==> config.mk <==
export PLATFORM = sky130hd
export DESIGN_NAME = lstm_cell_state_ew
export DESIGN_NICKNAME = d
export VERILOG_FILES = /design/src/rtl/lstm_cell_state_ew.sv
export SDC_FILE = /design/constraint.sdc
export NUM_CORES = 1
export LEC_CHECK = 0
export CORE_MARGIN = 10
export CORE_UTILIZATION = 45
export DETAILED_ROUTE_END_ITERATION = 16
export SETUP_SLACK_MARGIN = 0.5
export SLEW_MARGIN = 20
export SYNTH_ARGS = -nofsm -noshare
export SYNTH_HDL_FRONTEND = slang
export SYNTH_SLANG_ARGS = --single-unit
==> constraint.sdc <==
create_clock -name clk -period 9.6 [get_ports clk]
set_input_delay 1.92 -clock clk [delete_from_list [all_inputs] [get_ports clk]]
set_output_delay 1.92 -clock clk [all_outputs]
set_load 0.02 [all_outputs]
==> src/rtl/lstm_cell_state_ew.sv <==
// LSTM element-wise cell-state update: c_t = f*c_prev + i*g in signed fixed point,
// one shared multiplier over two cycles, saturated result written to the cell FIFO.
module lstm_cell_state_ew #(
  parameter int DATA_W      = 16,
  parameter int FRAC_W      = 8,
  parameter int HIDDEN_SIZE = 100
) (
  input  logic              clk,
  input  logic              rst,
  input  logic              start_EW,
  input  logic [3:0]        seq_idx_control,
  input  logic [DATA_W-1:0] input_gate_data,
  input  logic [DATA_W-1:0] candidate_gate_data,
  input  logic [DATA_W-1:0] forget_gate_data,
  input  logic [DATA_W-1:0] cell_prev_data,
  input  logic              cell_fifo_full,
  output logic [DATA_W-1:0] cell_state_out,
  output logic              cell_state_valid,
  output logic              cell_fifo_wr_en,
  output logic              busy,
  output logic              ew_seq_done,
  output logic              ew_overrun
);

  localparam int PW    = 2*DATA_W - FRAC_W;
  localparam int SW    = PW + 1;
  localparam int CNT_W = $clog2(HIDDEN_SIZE + 1);

  typedef enum logic [2:0] {IDLE, MUL_FC, MUL_IG, ADD_SAT, WRITE} state_t;

  state_t state, state_nxt;

  logic [DATA_W-1:0]   i_reg, g_reg, f_reg, cp_reg;
  logic [PW-1:0]       fc_reg, ig_reg;
  logic [DATA_W-1:0]   out_reg;
  logic [CNT_W-1:0]    elem_cnt;
  logic                overrun_reg;

  logic                accept;
  logic                wr;
  logic                last_elem;
  logic [DATA_W-1:0]   mul_a, mul_b;
  logic [2*DATA_W-1:0] prod;
  logic [PW-1:0]       prod_sh;
  logic [FRAC_W-1:0]   unused_prod_frac;
  logic [SW-1:0]       sum;
  logic [SW-DATA_W:0]  sum_top;
  logic [DATA_W-1:0]   sat;

  assign accept    = start_EW && (state == IDLE);
  assign wr        = (state == WRITE) && !cell_fifo_full;
  assign last_elem = (elem_cnt == CNT_W'(HIDDEN_SIZE - 1));

  // One multiplier shared between the f*c_prev and i*g phases
  always_comb begin
    mul_a = i_reg;
    mul_b = g_reg;
    if (state == MUL_FC) begin
      mul_a = f_reg;
      mul_b = cp_reg;
    end
  end

  // Low 2*DATA_W bits of the sign-extended product equal the signed product;
  // dropping the FRAC_W LSBs is the arithmetic shift (floor toward -inf).
  assign prod             = {{DATA_W{mul_a[DATA_W-1]}}, mul_a} * {{DATA_W{mul_b[DATA_W-1]}}, mul_b};
  assign prod_sh          = prod[2*DATA_W-1:FRAC_W];
  assign unused_prod_frac = prod[FRAC_W-1:0];

  assign sum     = {fc_reg[PW-1], fc_reg} + {ig_reg[PW-1], ig_reg};
  assign sum_top = sum[SW-1:DATA_W-1];

  always_comb begin
    sat = sum[DATA_W-1:0];
    if (!((&sum_top) || !(|sum_top))) begin
      sat = sum[SW-1] ? {1'b1, {(DATA_W-1){1'b0}}} : {1'b0, {(DATA_W-1){1'b1}}};
    end
  end

  always_comb begin
    state_nxt = state;
    case (state)
      IDLE:    if (start_EW) state_nxt = MUL_FC;
      MUL_FC:  state_nxt = MUL_IG;
      MUL_IG:  state_nxt = ADD_SAT;
      ADD_SAT: state_nxt = WRITE;
      WRITE:   if (!cell_fifo_full) state_nxt = IDLE;
      default: state_nxt = IDLE;
    endcase
  end

  always_ff @(posedge clk) begin
    if (!rst) begin
      state       <= IDLE;
      i_reg       <= '0;
      g_reg       <= '0;
      f_reg       <= '0;
      cp_reg      <= '0;
      fc_reg      <= '0;
      ig_reg      <= '0;
      out_reg     <= '0;
      elem_cnt    <= '0;
      overrun_reg <= 1'b0;
    end else begin
      state <= state_nxt;
      if (accept) begin
        i_reg  <= input_gate_data;
        g_reg  <= candidate_gate_data;
        f_reg  <= forget_gate_data;
        cp_reg <= (seq_idx_control == 4'd0) ? '0 : cell_prev_data;
      end
      if (start_EW && (state != IDLE)) overrun_reg <= 1'b1;
      if (state == MUL_FC)  fc_reg  <= prod_sh;
      if (state == MUL_IG)  ig_reg  <= prod_sh;
      if (state == ADD_SAT) out_reg <= sat;
      if (wr) elem_cnt <= last_elem ? '0 : elem_cnt + 1'b1;
    end
  end

  assign cell_state_out   = out_reg;
  assign cell_state_valid = wr;
  assign cell_fifo_wr_en  = wr;
  assign busy             = (state != IDLE);
  assign ew_seq_done      = wr && last_elem;
  assign ew_overrun       = overrun_reg;

endmodule

After elaboration in Yosys (flattened, before gate mapping)
Index checks and enable logic that the tools add are counted.

Bits in registers: 139. Input bits: 72.

Add/sub/neg operators: 2. Multiply operators: 1. Equal/unequal tests: 7. Multiplexer cells: 9. Reduce and logical (&&, ||, !) cells: 13.

Operator list (number): $mux W16 (5); $mul A16 B16 Y32 (1); $add A24 B24 Y25 (1); $pmux W3 S5 (1); $reduce_and A10 Y1 (1); $reduce_or A10 Y1 (1); $add A7 B1 Y7 const B (1); $eq A7 B7 Y1 const B (1); $mux W7 (1); $eq A3 B2 Y1 const B (2); $mux W3 (2); $logic_and A1 B1 Y1 (4); $logic_not A4 Y1 (1); $ne A2 B2 Y1 const B (2); $eq A3 B1 Y1 const B (1); $eq A3 B3 Y1 const B (1); $logic_not A3 Y1 (1); $reduce_bool A3 Y1 (1); $logic_not A1 Y1 (2); $reduce_and A2 Y1 (1); $logic_or A1 B1 Y1 (1).

Logic depth before layout (Yosys ltp)
Gate-level depths: netlist (run 1).

Word-level depth: 5. Gate-level depth with buffers: 31. Depth with buffers taken out: 27.

Worst setup path after synthesis (run 1)
No wires, ideal clock.

Kind: register -> register. Start: reg state[1]. End: reg fc_reg[22]. Data arrival time: 7.652 ns. Required time: 9.494 ns. Slack: 1.842 ns. Stages on the path, launching flop included: 28. Path buffers: 4. Period minus slack after synthesis: 7.758 ns. Cells stage by stage: dfxtp_1 -> clkbuf_1 -> or3b_2 -> clkbuf_1 -> buf_1 -> buf_1 -> mux2i_1 -> nor2_1 -> fa_1 -> inv_1 -> fa_1 -> fa_1 -> inv_1 -> fa_1 -> fa_1 -> inv_1 -> fa_1 -> inv_1 -> ha_1 -> a41o_1 -> a221oi_1 -> o31ai_1 -> o21a_1 -> o41ai_4 -> o21ai_1 -> and2_1 -> or4_1 -> o311ai_0.

Longest elaborated chain between the ends: 3.

Ends and longest elaborated chain: start, declared (line 31) `state_t state, state_nxt;`; start signal, assigned (line 105) `state <= state_nxt;`; $eq A3 B1 Y1 * (line 58, 113); $mux W16 (line 58) `if (state == MUL_FC) begin`; $mul A16 B16 Y32 (line 66) `assign prod = {{DATA_W{mul_a[DATA_W-1]}}, mul_a} * {{DATA_W{mul_b[DATA_W-1]}}, mul_b};`; end signal, assigned (line 113) `if (state == MUL_FC) fc_reg <= prod_sh;`; end, declared (line 34) `logic [PW-1:0] fc_reg, ig_reg;`.

Every way passes the cells marked *; elsewhere a longest branch is shown, timed or not. A chain may end at the register's enable or synchronous reset.

Worst setup path in the final report (run 1)
Ends and elaborated chain as after synthesis.

==> impl_metrics.py, run 1 <==
metrics = {
    "outcome": {
        "outcome": "finished, final reports clean",
    },
    "power": {
        "power.total_mw": 2.310,
        "p_int_mw": 1.399,
        "swShare_pct": 39.43,
        "p_per_area_nw_per_um2": 121.4,
        "p_comb_share_pct": 41.1,
        "share_clk_of_total_power_pct": 30.3,
        "power_switching_uw": 910.7,
        "pwr-share-seq_pct": 28.5,
        "vdd_drop_max_v": 0.0001326,
        "cellLeakagePower_nw": 8.703,
    },
    "timing": {
        "final_max_slew_viol_count": 0,
        "worstMarginPinSlew_ns": 1.134,
        "slew_headroom_pct": 22.27,
        "hold_viol": 0,
        "holdWs_ns": 0.4659,
        "finalCriticalPeriod_ns": 8.543,
        "setup_violations": 0,
        "fmax_ghz": 0.1171,
        "finClkSkew_ns": 0.01158,
        "tns_ns": 0,
        "period_share_pct": 88.99,
        "rsz0062_at_grt": "false",
    },
    "route": {
        "viasPerCell": 5.166,
        "dr.pass1.iters": 5,
        "drt_iter0_drc": 807,
        "wl_mm": 45.65,
        "wire_per_inst_um": 17.49,
        "drc": 0,
        "drtAntennaViolNets": 0,
        "num_vias": 13480,
    },
    "synthesis": {
        "synth.yosys.warnings": 0,
        "ys_seq_area_share_pct": 16.38,
        "synth.net_count": 2474,
        "synth_adder_area_share_pct": 38.53,
        "synth_area_leaders": "fa_1 (31%), dfxtp_1 (16%), nand2_1 (8.6%)",
        "synth.distinct_cells": 81,
        "synth-compound-area-share_pct": 12.31,
        "synth_edf_count": 0,
        "syn-cell-area_um2": 16990,
        "muxShareOfSynthArea_pct": 2.195,
        "yosysMostFrequentCell": "nand2_1",
        "avgSynthCellArea_um2": 8.344,
        "synth_top_area_share_pct": 30.87,
        "synthArstFlopShare_pct": 0,
        "synth_top_family_by_area": "adder cells",
        "synth-seq-cells": 139,
        "synth_cells": 2036,
        "synthXorXnorAreaFrac_pct": 2.526,
        "ys.flop_type": "dfxtp_1",
        "yosys-top-cells-count": "nand2_1 (387), inv_1 (291), fa_1 (262), nor2_1 (204), dfxtp_1 (139)",
        "synth-simple-area-share_pct": 19.48,
        "synth_top_cell_by_area": "fa_1",
    },
    "grt": {
        "antenna_found_initial": 0,
        "grt.total_usage_pct": 20.03,
        "met2_usage_pct": 34.22,
        "gr-usage-met1_pct": 25.68,
        "overflow": 0,
        "grt_pass1_vias": 13900,
        "grt_busiest_layer": "met2",
        "grt_use_met3_pct": 3.131,
        "grt_pass1_wl_mm": 74.53,
        "grt_max_degree": 74,
    },
    "critical_path": {
        "r2r_start": "state[1]",
        "cp_data_arrival_time_ns": 8.87,
        "cp.required_ns": 9.93,
        "critPathLaunch": "state[1]",
        "r2r_slack_ns": 1.06,
        "cp-endpoint": "fc_reg[22]",
        "critical_path_class": "flop to flop",
        "crit_path_start_kind": "flop",
        "r2r-end": "fc_reg[22]",
        "rr_worst_depth": 23,
        "crit_fanout": 60,
        "end_kind": "flop",
    },
    "final_layout": {
        "nets": 2524,
        "antenna_cells": 0,
        "fin_area_um2": 19020,
        "drive_above_1_share_pct": 4.288,
        "areaGrowthSynthToFinish_pct": 11.95,
        "final_cells": 2610,
    },
    "clocking": {
        "cts_tree": "done",
        "cts_buffer_depth": 2,
        "cts-resized-gates": 0,
        "cts.sinks": 139,
        "ctsRootBufferMaster": "clkbuf_16",
        "cts-htree-levels": 4,
        "cts_buffers": 17,
        "clock_latency_ns": 0.45,
        "cts_hold_buf": 0,
        "clk_pin_slew_ns": 0.06,
        "post_cts_buffers": 0,
    },
    "floorplan": {
        "die_area_um2": 45920,
        "rows": 71,
        "core_um2": 37490,
        "fp.dieW_um": 214.3,
        "die_h_um": 214.3,
        "io_pins": 93,
        "initial_core_util_pct": 45.32,
    },
    "placement": {
        "io_buffers": 92,
        "placed_area_um2": 18400,
        "dp.cells": 2578,
        "gp_congestion": 0.9711,
        "hpwl_mm": 37.19,
    },
    "job": {
        "maxCapViolations": 0,
    },
    "worst_hold_path": {
        "hold_class": "flop to flop",
    },
}
[placed cells by master (no fill, tap or decap), types with 4 or more instances in the layout]
cell	count
nand2_1	386
inv_1	291
fa_1	262
nor2_1	203
dfxtp_1	139
ha_1	104
clkdlybuf4s50_1	91
a21boi_0	79
o21ai_0	74
nand3_1	51
a21oi_1	45
mux2i_1	34
xnor2_1	29
buf_4	27
and2_1	24
xor2_1	19
clkbuf_16	17
nand4_1	16
a21o_1	16
nand2b_1	14
a2bb2oi_1	12
nor2b_1	11
o32ai_1	10
nor3_1	9
or2_2	8
a211oi_1	7
and3_1	6
or3_1	6
o21a_1	6
o211ai_1	5
nor3b_1	5
o21bai_1	4
[critical path: stages, from the launching register on]
cell      delay, ns
dfxtp_1        0.57
or3b_4         0.83
mux2i_1        1.01
nor2_1         0.15
fa_1           0.57
inv_1          0.05
fa_1           0.40
fa_1           0.55
inv_1          0.06
fa_1           0.49
fa_1           0.49
inv_1          0.05
fa_1           0.47
inv_1          0.04
ha_1           0.34
a41o_1         0.27
a221oi_1       0.30
o31ai_1        0.18
o21a_1         0.27
o41ai_4        0.36
o21ai_1        0.16
and2_1         0.20
or4_1          0.45
o311ai_0       0.11
[per-layer routing]
layer	wire length, um	vias to the layer above
met5	0	-
li1	-	6571
met4	997	0
met3	2047	51
met1	20840	6555
met2	21760	305
[power by group through the flow]
stage,Clock (mW),Sequential (mW),Combinational (mW)
floorplan,0,0.663,0.679
global placement,0,0.669,0.932
detailed placement,0,0.671,0.950
CTS,0.717,0.659,0.953
global route,0.738,0.664,1.07
finish,0.701,0.659,0.950
[worst min-delay path by stage]
stage                          start          to  depth (start not counted)
after detailed placement    g_reg[4]    g_reg[4]                          2
after floorplan            cp_reg[4]   cp_reg[4]                          2
after CTS                  cp_reg[6]   cp_reg[6]                          2
after global placement    ig_reg[19]  ig_reg[19]                          2
final                      cp_reg[6]   cp_reg[6]                          2
after global routing      ig_reg[11]  ig_reg[11]                          2
[kinds of logic (layout without fill, tap and decap cells)]
| family | after synthesis | after routing |
|---|---|---|
| multiplexers | 37 | 37 |
| buffers and inverters | 379 | 442 |
| adder cells (fa/ha/maj) | 366 | 366 |
| flip-flops | 139 | 139 |
| AO/OA/AOI/OAI | 303 | 303 |
| AND/OR/NAND/NOR | 763 | 763 |
| XOR/XNOR | 49 | 49 |
[stage by stage]
stage          setup WS (ns)  utilization, %
2_1_floorplan          1.842               -
4_1_cts                1.109           50.72
6_report               1.057           50.73
5_1_grt               0.6699           50.73
3_3_place_gp           1.278           49.09
3_5_place_dp           1.125           49.09
[final cells by class]
type                            instances  area, um^2
Clock inverter                         12       163.9
Timing Repair Buffer                  118        1114
Fill cell                            3625       18470
Inverter                              292        1096
Multi-Input combinational cell       1518       12780
Sequential cell                       139        2783
Clock buffer                           20       446.7
Tap cell                              511       639.4
(Power assumes the default switching activity.)
==> run 2: changes to the inputs <==
- SLEW_MARGIN: 20 -> 15
==> run 2 against run 1 <==
Sequential power about the same. Die area unchanged. Wire length about the same. Critical path depth unchanged. Flip-flop and latch count unchanged. Hold slack about the same. Core utilization about the same. Power about the same. Non-clock buffer count unchanged. Global-route usage unchanged. Worst setup slack worse by 0.0011 ns. Largest cell class unchanged. Highest routed layer unchanged.
==> impl_metrics.py, run 2 (synthesis gave the netlist of run 1 again) <==
metrics = {
    "outcome": {
        "outcome": "finished, final reports clean",
    },
    "critical_path": {
        "crit_slowest_cell": "mux2i_1",
        "cp.required_ns": 9.93,
        "critical_path_class": "flop to flop",
        "crit_path_start_kind": "flop",
        "path_cells": "or3b_4, mux2i_1, nor2_1, fa_1, inv_1, fa_1, fa_1, inv_1, fa_1, fa_1, inv_1, fa_1, inv_1, ha_1, a41o_1, a221oi_1, o31ai_1, o21a_1, o41ai_4, o21ai_1, and2_1, or4_1, o311ai_0",
        "cp_data_arrival_time_ns": 8.88,
        "max_stage_delay_ns": 1.01,
        "critPathBufInv": 4,
        "crit_family": "adder cells",
        "crit_fanout": 60,
        "end_kind": "flop",
        "crit_top_cell": "fa_1",
    },
    "timing": {
        "final_max_slew_viol_count": 0,
        "tns_ns": 0,
        "finClkSkew_ns": 0.01158,
        "period_share_pct": 89.00,
        "holdWs_ns": 0.4659,
        "fmax_ghz": 0.1170,
        "hold_viol": 0,
        "setup_violations": 0,
        "worstMarginPinSlew_ns": 1.136,
        "finalCriticalPeriod_ns": 8.544,
        "slew_headroom_pct": 22.13,
        "rsz0062_at_grt": "false",
    },
    "clocking": {
        "cts.sinks": 139,
        "cts_buffers": 17,
        "clock_latency_ns": 0.45,
        "cts_buffer_depth": 2,
        "post_cts_buffers": 0,
        "cts-resized-gates": 0,
        "ctsRootBufferMaster": "clkbuf_16",
        "clk_pin_slew_ns": 0.06,
        "cts_hold_buf": 0,
        "cts-htree-levels": 4,
        "cts_tree": "done",
    },
    "route": {
        "wire_per_inst_um": 17.48,
        "viasPerCell": 5.161,
        "drtAntennaViolNets": 0,
        "topRoutingLayerUsed": "met4",
        "num_vias": 13470,
        "dr.pass1.iters": 5,
        "drc": 0,
        "route.met2.wl_mm": 21.78,
        "dr_wl_met3_mm": 2.057,
        "wl_mm": 45.62,
        "m1WireLength_mm": 20.81,
        "drt_iter0_drc": 807,
    },
    "floorplan": {
        "die_h_um": 214.3,
        "fp.dieW_um": 214.3,
        "io_pins": 93,
        "core_um2": 37490,
        "initial_core_util_pct": 45.32,
        "rows": 71,
        "die_area_um2": 45920,
    },
    "power": {
        "vdd_drop_max_v": 0.0001326,
        "cellLeakagePower_nw": 8.702,
        "p_per_area_nw_per_um2": 121.4,
    },
    "grt": {
        "overflow": 0,
        "antenna_found_initial": 0,
        "grt_pass1_vias": 13900,
        "grt_pass1_wl_mm": 74.53,
        "grt.total_usage_pct": 20.03,
        "grt_max_degree": 74,
    },
    "placement": {
        "hpwl_mm": 37.19,
        "gp_congestion": 0.9711,
        "io_buffers": 92,
    },
    "final_layout": {
        "fillers": 3625,
        "areaGrowthSynthToFinish_pct": 11.94,
        "final_common_cell": "nand2_1",
        "nets": 2524,
        "antenna_cells": 0,
        "drive_above_1_share_pct": 4.288,
        "layout_common_cells": "nand2_1 (386), inv_1 (291), fa_1 (262)",
    },
    "job": {
        "maxCapViolations": 0,
    },
    "worst_hold_path": {
        "hold_class": "flop to flop",
    },
}
==> run 2: worst paths after layout <==
path	startpoint	to	slack (ns)	cells past startpoint
setup / recovery	state[1]	fc_reg[22]	1.06	23
hold / removal	cp_reg[6]	cp_reg[6]	0.47	2
setup reg to reg	state[1]	fc_reg[22]	1.06	23
hold reg to reg	cp_reg[6]	cp_reg[6]	0.47	2
==> run 2: cell type report <==
cell class                      count  area [um^2]  area share [%]
Tap cell                          511        639.4           3.362
Inverter                          292         1096           5.764
Clock inverter                     12        163.9          0.8619
Sequential cell                   139         2783           14.63
Clock buffer                       20        446.7           2.349
Multi-Input combinational cell   1518        12770           67.18
Timing Repair Buffer              118         1114           5.856
==> run 2: worst reg2reg max path, delay by kind of cell (launching register included) <==
family,cells,cell delay [ns]
multiplexers,1,1.05
AND/OR/NAND/NOR,4,1.65
AO/OA/AOI/OAI,7,1.65
flip-flops,1,0.57
buffers and inverters,4,0.20
adder cells (fa/ha/maj),7,3.31
==> run 2: metal layers <==
metal	track usage, %	vias to the layer above
li1	-	6570
met1	25.68	6554
met2	34.22	298
met3	3.131	48
met4	5.838	0
met5	0	-
==> run 2: power breakdown <==
part	internal [mW]	leakage [nW]	switching [mW]
Combinational	0.356	7.28	0.593
Sequential	0.624	1.13	0.0351
Clock	0.419	0.289	0.282
Total	1.40	8.70	0.910
==> run 2: through the flow <==
step / instance area [um^2] / worst slack [ns] / power (mW) / std cells / util [%]
5_1_grt: 19020 / 0.6699 / 2.475 / 2610 / 50.73
3_5_place_dp: 18400 / 1.125 / 1.621 / 2578 / 49.09
3_3_place_gp: 18400 / 1.278 / 1.601 / 2578 / 49.09
4_1_cts: 19010 / 1.109 / 2.329 / 2610 / 50.72
2_1_floorplan: 16990 / 1.842 / 1.342 / 2036 / -
6_report: 19020 / 1.056 / 2.309 / 2610 / 50.73
